**config.mk**
```make
export PLATFORM = sky130hd
export DESIGN_NAME = beacon_detector
export DESIGN_NICKNAME = d
export VERILOG_FILES = /design/src/rtl/beacon_detector.sv
export SDC_FILE = /design/constraint.sdc
export NUM_CORES = 1
export LEC_CHECK = 0
export ABC_AREA = 1
export BUFFER_PORTS_ARGS = -buffer_cell sky130_fd_sc_hd__buf_2
export CAP_MARGIN = 20
export CORE_MARGIN = 3
export CORE_UTILIZATION = 60
export CTS_CLUSTER_SIZE = 20
export DETAILED_ROUTE_END_ITERATION = 7
export PLACE_DENSITY = 0.91
export SLEW_MARGIN = 20
export SYNTH_ARGS = -nofsm -noshare
export SYNTH_HDL_FRONTEND = slang
export SYNTH_SLANG_ARGS = --single-unit
```
**constraint.sdc**
```tcl
create_clock -name clk -period 3.8 [get_ports clk]
set_input_delay 0.57 -clock clk [delete_from_list [all_inputs] [get_ports clk]]
set_output_delay 0.57 -clock clk [all_outputs]
set_load 0.005 [all_outputs]
```
**src/rtl/beacon_detector.sv**
```systemverilog
// rtl/beacon_detector.sv - beacon receiver: sync, glitch filter, half-period measurement, lock FSM
//
// Purpose: samples an asynchronous 1-bit sensor, synchronises and glitch-filters
// it, measures every filtered half-period in clock cycles and tracks lock to the
// expected blink rate.
//
// Ports:
//   clk          detector clock
//   rst          synchronous reset, active high
//   det_en       detector enable; low forces IDLE and holds the run counter
//   sensor_in    asynchronous sensor bit
//   beacon_level filtered, registered sensor level
//   meas_len     last measured half-period length (cycles)
//   meas_valid   one-cycle pulse for a qualified measurement
//   meas_good    measurement within HALF-TOL..HALF+TOL (only with meas_valid)
//   locked       high while in LOCKED
//   loss_count   number of LOCKED exits, saturating
module beacon_detector #(
  parameter int CLK_HZ      = 200_000_000,
  parameter int BLINK_HZ    = 1,
  parameter int TOL_SHIFT   = 3,
  parameter int FILT_LEN    = 4,
  parameter int SYNC_STAGES = 2,
  parameter int LOCK_COUNT  = 4,
  localparam int HALF_RAW   = CLK_HZ / (2 * BLINK_HZ),
  localparam int HALF       = (HALF_RAW < 1) ? 1 : HALF_RAW,
  localparam int TOL        = HALF >> TOL_SHIFT,
  localparam int CNT_W      = $clog2(HALF + TOL + 2)
) (
  input  logic             clk,
  input  logic             rst,
  input  logic             det_en,
  input  logic             sensor_in,
  output logic             beacon_level,
  output logic [CNT_W-1:0] meas_len,
  output logic             meas_valid,
  output logic             meas_good,
  output logic             locked,
  output logic [15:0]      loss_count
);

  localparam int FW = (FILT_LEN > 1) ? $clog2(FILT_LEN) : 1;
  localparam int GW = $clog2(LOCK_COUNT + 1);

  localparam logic [FW-1:0]  FILT_LAST = FW'(FILT_LEN - 1);
  localparam logic [GW-1:0]  LOCK_VAL  = GW'(LOCK_COUNT);
  localparam logic [CNT_W-1:0] RUN_SAT = CNT_W'(HALF + TOL + 1);
  localparam logic [CNT_W-1:0] RUN_TO  = CNT_W'(HALF + TOL);
  localparam logic [CNT_W:0] RUN_SAT_X = (CNT_W + 1)'(HALF + TOL + 1);
  localparam logic [CNT_W:0] GOOD_LO   = (CNT_W + 1)'(HALF - TOL);
  localparam logic [CNT_W:0] GOOD_HI   = (CNT_W + 1)'(HALF + TOL);

  typedef enum logic [1:0] {ST_IDLE, ST_ACQUIRE, ST_LOCKED} state_t;

  logic [SYNC_STAGES-1:0] sync_q, sync_d;
  logic [FW-1:0]          filt_cnt_q, filt_cnt_d;
  logic                   level_q, level_d;
  logic [CNT_W-1:0]       run_cnt_q, run_cnt_d;
  logic [CNT_W-1:0]       meas_len_q, meas_len_d;
  logic                   meas_valid_q, meas_valid_d;
  logic                   meas_good_q, meas_good_d;
  logic [GW-1:0]          good_cnt_q, good_cnt_d;
  state_t                 state_q, state_d;
  logic                   locked_q, locked_d;
  logic [15:0]            loss_q, loss_d;

  logic             synced;
  logic             edge_w;
  logic             timeout;
  logic             meas_ok;
  logic             loss_inc;
  logic [CNT_W:0]   run_inc;
  logic [CNT_W:0]   meas_ext;
  logic [GW-1:0]    good_next;

  assign synced = sync_q[SYNC_STAGES-1];

  // Synchroniser and glitch filter run regardless of det_en.
  always_comb begin
    sync_d     = {sync_q[SYNC_STAGES-2:0], sensor_in};
    filt_cnt_d = '0;
    level_d    = level_q;
    edge_w     = 1'b0;
    if (synced != level_q) begin
      if (filt_cnt_q == FILT_LAST) begin
        level_d = ~level_q;
        edge_w  = 1'b1;
      end else begin
        filt_cnt_d = filt_cnt_q + FW'(1);
      end
    end
  end

  // Measurement is clamped so a late edge after saturation still fits CNT_W bits.
  always_comb begin
    run_inc  = {1'b0, run_cnt_q} + (CNT_W + 1)'(1);
    meas_ext = (run_inc > RUN_SAT_X) ? RUN_SAT_X : run_inc;
    meas_ok  = (meas_ext >= GOOD_LO) && (meas_ext <= GOOD_HI);
    timeout  = !edge_w && (run_cnt_q == RUN_TO);
    good_next = good_cnt_q + GW'(1);
  end

  always_comb begin
    state_d      = state_q;
    good_cnt_d   = good_cnt_q;
    run_cnt_d    = run_cnt_q;
    meas_len_d   = meas_len_q;
    meas_valid_d = 1'b0;
    meas_good_d  = 1'b0;
    loss_inc     = 1'b0;
    loss_d       = loss_q;

    if (!det_en) begin
      state_d    = ST_IDLE;
      good_cnt_d = '0;
    end else begin
      if (edge_w) begin
        meas_len_d = meas_ext[CNT_W-1:0];
        run_cnt_d  = '0;
      end else if (run_cnt_q != RUN_SAT) begin
        run_cnt_d = run_cnt_q + CNT_W'(1);
      end

      case (state_q)
        ST_IDLE: begin
          // First edge only opens a measurement window.
          if (edge_w) begin
            state_d    = ST_ACQUIRE;
            good_cnt_d = '0;
          end
        end
        ST_ACQUIRE: begin
          if (edge_w) begin
            meas_valid_d = 1'b1;
            meas_good_d  = meas_ok;
            if (meas_ok) begin
              good_cnt_d = good_next;
              if (good_next == LOCK_VAL) state_d = ST_LOCKED;
            end else begin
              good_cnt_d = '0;
            end
          end else if (timeout) begin
            state_d    = ST_IDLE;
            good_cnt_d = '0;
          end
        end
        ST_LOCKED: begin
          if (edge_w) begin
            meas_valid_d = 1'b1;
            meas_good_d  = meas_ok;
            if (!meas_ok) begin
              state_d    = ST_ACQUIRE;
              good_cnt_d = '0;
              loss_inc   = 1'b1;
            end
          end else if (timeout) begin
            state_d    = ST_IDLE;
            good_cnt_d = '0;
            loss_inc   = 1'b1;
          end
        end
        default: begin
          state_d    = ST_IDLE;
          good_cnt_d = '0;
        end
      endcase
    end

    if (loss_inc && (loss_q != 16'hFFFF)) loss_d = loss_q + 16'd1;
    locked_d = (state_d == ST_LOCKED);
  end

  always_ff @(posedge clk) begin
    if (rst) begin
      sync_q       <= '0;
      filt_cnt_q   <= '0;
      level_q      <= 1'b0;
      run_cnt_q    <= '0;
      meas_len_q   <= '0;
      meas_valid_q <= 1'b0;
      meas_good_q  <= 1'b0;
      good_cnt_q   <= '0;
      state_q      <= ST_IDLE;
      locked_q     <= 1'b0;
      loss_q       <= '0;
    end else begin
      sync_q       <= sync_d;
      filt_cnt_q   <= filt_cnt_d;
      level_q      <= level_d;
      run_cnt_q    <= run_cnt_d;
      meas_len_q   <= meas_len_d;
      meas_valid_q <= meas_valid_d;
      meas_good_q  <= meas_good_d;
      good_cnt_q   <= good_cnt_d;
      state_q      <= state_d;
      locked_q     <= locked_d;
      loss_q       <= loss_d;
    end
  end

  assign beacon_level = level_q;
  assign meas_len     = meas_len_q;
  assign meas_valid   = meas_valid_q;
  assign meas_good    = meas_good_q;
  assign locked       = locked_q;
  assign loss_count   = loss_q;

endmodule

```
==> flow_metrics.tcl <==
set metrics [dict create \
    status "completed" \
    synth_fp_nets 804 \
    routed_via_density 5.904 \
    synth.most_common_cell "nand2_1" \
    drive_gt1_share_pct 18.94 \
    dr.first_iter.drc_count 597 \
    regToRegSetupSlack_ns 0.17 \
    routed_wl_um 15440 \
    path_max_fanout 13 \
    p_leak_nw 2.590 \
    critPathLaunchType "flip-flop" \
    gp_congestion 1.057 \
    rr_worst_depth 26 \
    hp-class "in -> reg" \
    async_reset_ff_share_pct 0 \
    tritoncts "done" \
    cp.required_ns 4.10 \
    ys_types 43 \
    core_area_mm2 0.008299 \
    power.switching_mw 0.4041 \
    fin_area_mm2 0.005951 \
    clkTransAtPathRegs_ns 0.09 \
    synthTopCellsByArea "dfxtp_1, nand2_1, inv_1" \
    synth_ff_type "dfxtp_1" \
    hpwl_um 11010 \
    seqPwrFrac_pct 54.2 \
    cts.sinks 83 \
    initial_core_util_pct 62.57 \
    utilization_pct 71.70 \
    antenna_cells 0 \
    clock_latency_ns 0.37 \
    holdPathStages 3 \
    p_int_mw 1.213 \
    setup_viol 0 \
    clk_path_buf_depth 2 \
    grt_pass1_vias 5026 \
    finalHoldViolCount 0 \
    h-tree-depth 3 \
    ant_nets 0 \
    synth_commonest_cells "nand2_1, inv_1, dfxtp_1, nor2_1, nand3_1" \
    layout.cells.non_filler 955 \
    worstSetupEndpointType "flip-flop" \
    io_buffers 50 \
    nNetsFinal 862 \
    worst_pin_slew_ns 0.7746 \
    ys_seq_elements 83 \
    overflow 0 \
    avgSynthCellArea_um2 6.598 \
    cp.arrival_ns 3.94 \
    syn_area_mm2 0.005192 \
    post-synth-top-area-cell "dfxtp_1" \
    ys_seq_area_share_pct 32.00 \
    dp.cells 931 \
    synth_edf_count 0 \
    period_share_pct 95.63 \
    drc 0 \
    cts-root-buf "clkbuf_8" \
    die_h_um 99.03 \
    relSlewSlack_pct 48.31 \
    clkPwrFrac_pct 42.7 \
    die_w_um 99.03 \
    antenna_found_initial 0 \
    area_growth_pct 14.60 \
    p_total_mw 1.617 \
    syn_inst 787 \
    die_area_mm2 0.009806 \
    grt_use_total_pct 30.49 \
    finClkSkew_ns 0.008231 \
    ir_drop_mv 0.2365 \
    synthDominantCellAreaShare_pct 32.00 \
    fin_setup_tns_ns 0 \
    numCtsBuffers 9 \
    critical_path_class "reg -> reg" \
    top_level_ports 51 \
    placed_cell_area_mm2 0.005545 \
    period_needed_ns 3.634 \
    maxSlewViolCount 0 \
    max_freq_mhz 275.2 \
    placementRows 33 \
    wl_per_cell_um 16.16 \
    swShare_pct 24.99 \
    power_density_mw_per_mm2 271.7 \
    grt_start_max_net_pins 32 \
    cap_violations 0 \
    ys_warn_count 0 \
    via_count 5638 \
    dr.pass1.iters 5 \
    p_comb_share_pct 3.1 \
    grt_pass1_wl_um 24330 \
]
[per-layer routing]
metal  vias to the layer above  global-route usage (%)  routed length, um
met5                         -                       0                  0
met4                         0                   9.139                365
met3                        40                   4.246               1389
met2                       316                   49.85               7300
met1                      2625                   41.84               6379
li1                       2657                       -                  -
[placed cells by master (no fill, tap or decap), types with 3 or more instances in the layout]
| cell type | count |
|---|---|
| nor3_1 | 16 |
| a21oi_1 | 53 |
| nand2_4 | 6 |
| o211ai_1 | 7 |
| nand3b_1 | 4 |
| nor2_4 | 9 |
| nand3_4 | 4 |
| inv_2 | 4 |
| o221ai_1 | 3 |
| xnor2_1 | 3 |
| nor2_1 | 61 |
| nand4_1 | 21 |
| buf_2 | 50 |
| nand3_1 | 57 |
| o21ai_1 | 3 |
| ha_1 | 12 |
| xor2_1 | 19 |
| dfxtp_1 | 81 |
| clkbuf_8 | 10 |
| clkinvlp_4 | 3 |
| a21oi_2 | 11 |
| inv_1 | 96 |
| o21ai_0 | 23 |
| buf_4 | 16 |
| nand2_1 | 215 |
| nor4_1 | 8 |
| nor2_2 | 9 |
| nand2_2 | 18 |
[per-stage QoR]
stage                     hold slack [ns]  setup slack (ns)
final                              0.4055            0.1659
after global routing               0.4198           -0.1096
after CTS                          0.4025           0.04032
after detailed placement           0.4146          -0.04670
after global placement             0.3965           0.01401
after floorplan                    0.3883            0.7285
[final timing paths]
check | start | end
min | sensor_in | sync_q[0]
max reg2reg | run_cnt_q[0] | loss_count[7]
max | run_cnt_q[0] | loss_count[7]
min reg2reg | sync_q[0] | sync_q[1]
[critical path, cell delays in order, from the launching register on]
cell,delay (ns)
dfxtp_4,0.41
ha_2,0.21
nand2_1,0.09
nor2_4,0.25
nand2_2,0.12
nor2_4,0.15
nand2_1,0.07
nand2_1,0.07
nand2_2,0.10
nor2_2,0.15
nand2_1,0.10
nor2_4,0.16
nand2_1,0.12
nand3_4,0.13
nand2_8,0.09
inv_1,0.11
nor2_2,0.06
nor3_2,0.12
nand3_1,0.15
nand2_4,0.14
nand2_4,0.07
nand2_4,0.08
nand2_2,0.09
nand2_8,0.14
buf_6,0.17
nand2_2,0.07
a21oi_2,0.13
[sequential cells by signal, indices dropped and copies added, names as in the netlist]
signal / count
locked: 1
meas_good: 1
meas_valid: 1
loss_count: 16
state_q: 2
run_cnt_q: 27
meas_len: 27
beacon_level: 1
filt_cnt_q: 2
good_cnt_q: 3
sync_q: 2
[cell type report]
| cell class | count | area [um^2] |
|---|---|---|
| multi-input combinational | 582 | 3159 |
| fill | 684 | 2349 |
| sequential | 83 | 1669 |
| timing repair buffer | 68 | 401.6 |
| inverter | 101 | 379.1 |
| clock buffer | 10 | 137.6 |
| tap | 105 | 131.4 |
| clock inverter | 6 | 72.57 |
[kinds of logic (layout without fill, tap and decap cells)]
kind of cell | after synthesis | after routing | share of synthesized area (%)
AOI/OAI and AO/OA | 106 | 106 | 11.88
xor gates and xnor gates | 23 | 23 | 4.024
adders and majority gates | 13 | 13 | 3.133
buffers and inverters | 123 | 185 | 9.494
DFF | 83 | 83 | 32.00
and+or+nand+nor | 439 | 440 | 39.47
[timing repair]
action | 4_1_cts | 5_1_grt
pin swaps | 1 | 6
cloned | 0 | 1
gates resized for setup | 1 | 29
setup buffers | 2 | 5
hold buffers | 0 | 0
endpoints found under the setup margin | 15 | 23
[power groups by stage]
| stage | clock [mW] | sequential, mW | combinational, mW |
|---|---|---|---|
| 4_1_cts | 0.691 | 0.877 | 0.0501 |
| 2_1_floorplan | 0 | 0.895 | 0.0342 |
| 5_1_grt | 0.730 | 0.877 | 0.0563 |
| 6_report | 0.690 | 0.876 | 0.0506 |
| 3_5_place_dp | 0 | 0.897 | 0.0493 |
| 3_3_place_gp | 0 | 0.896 | 0.0484 |
Power figures use the tool's default switching activity.
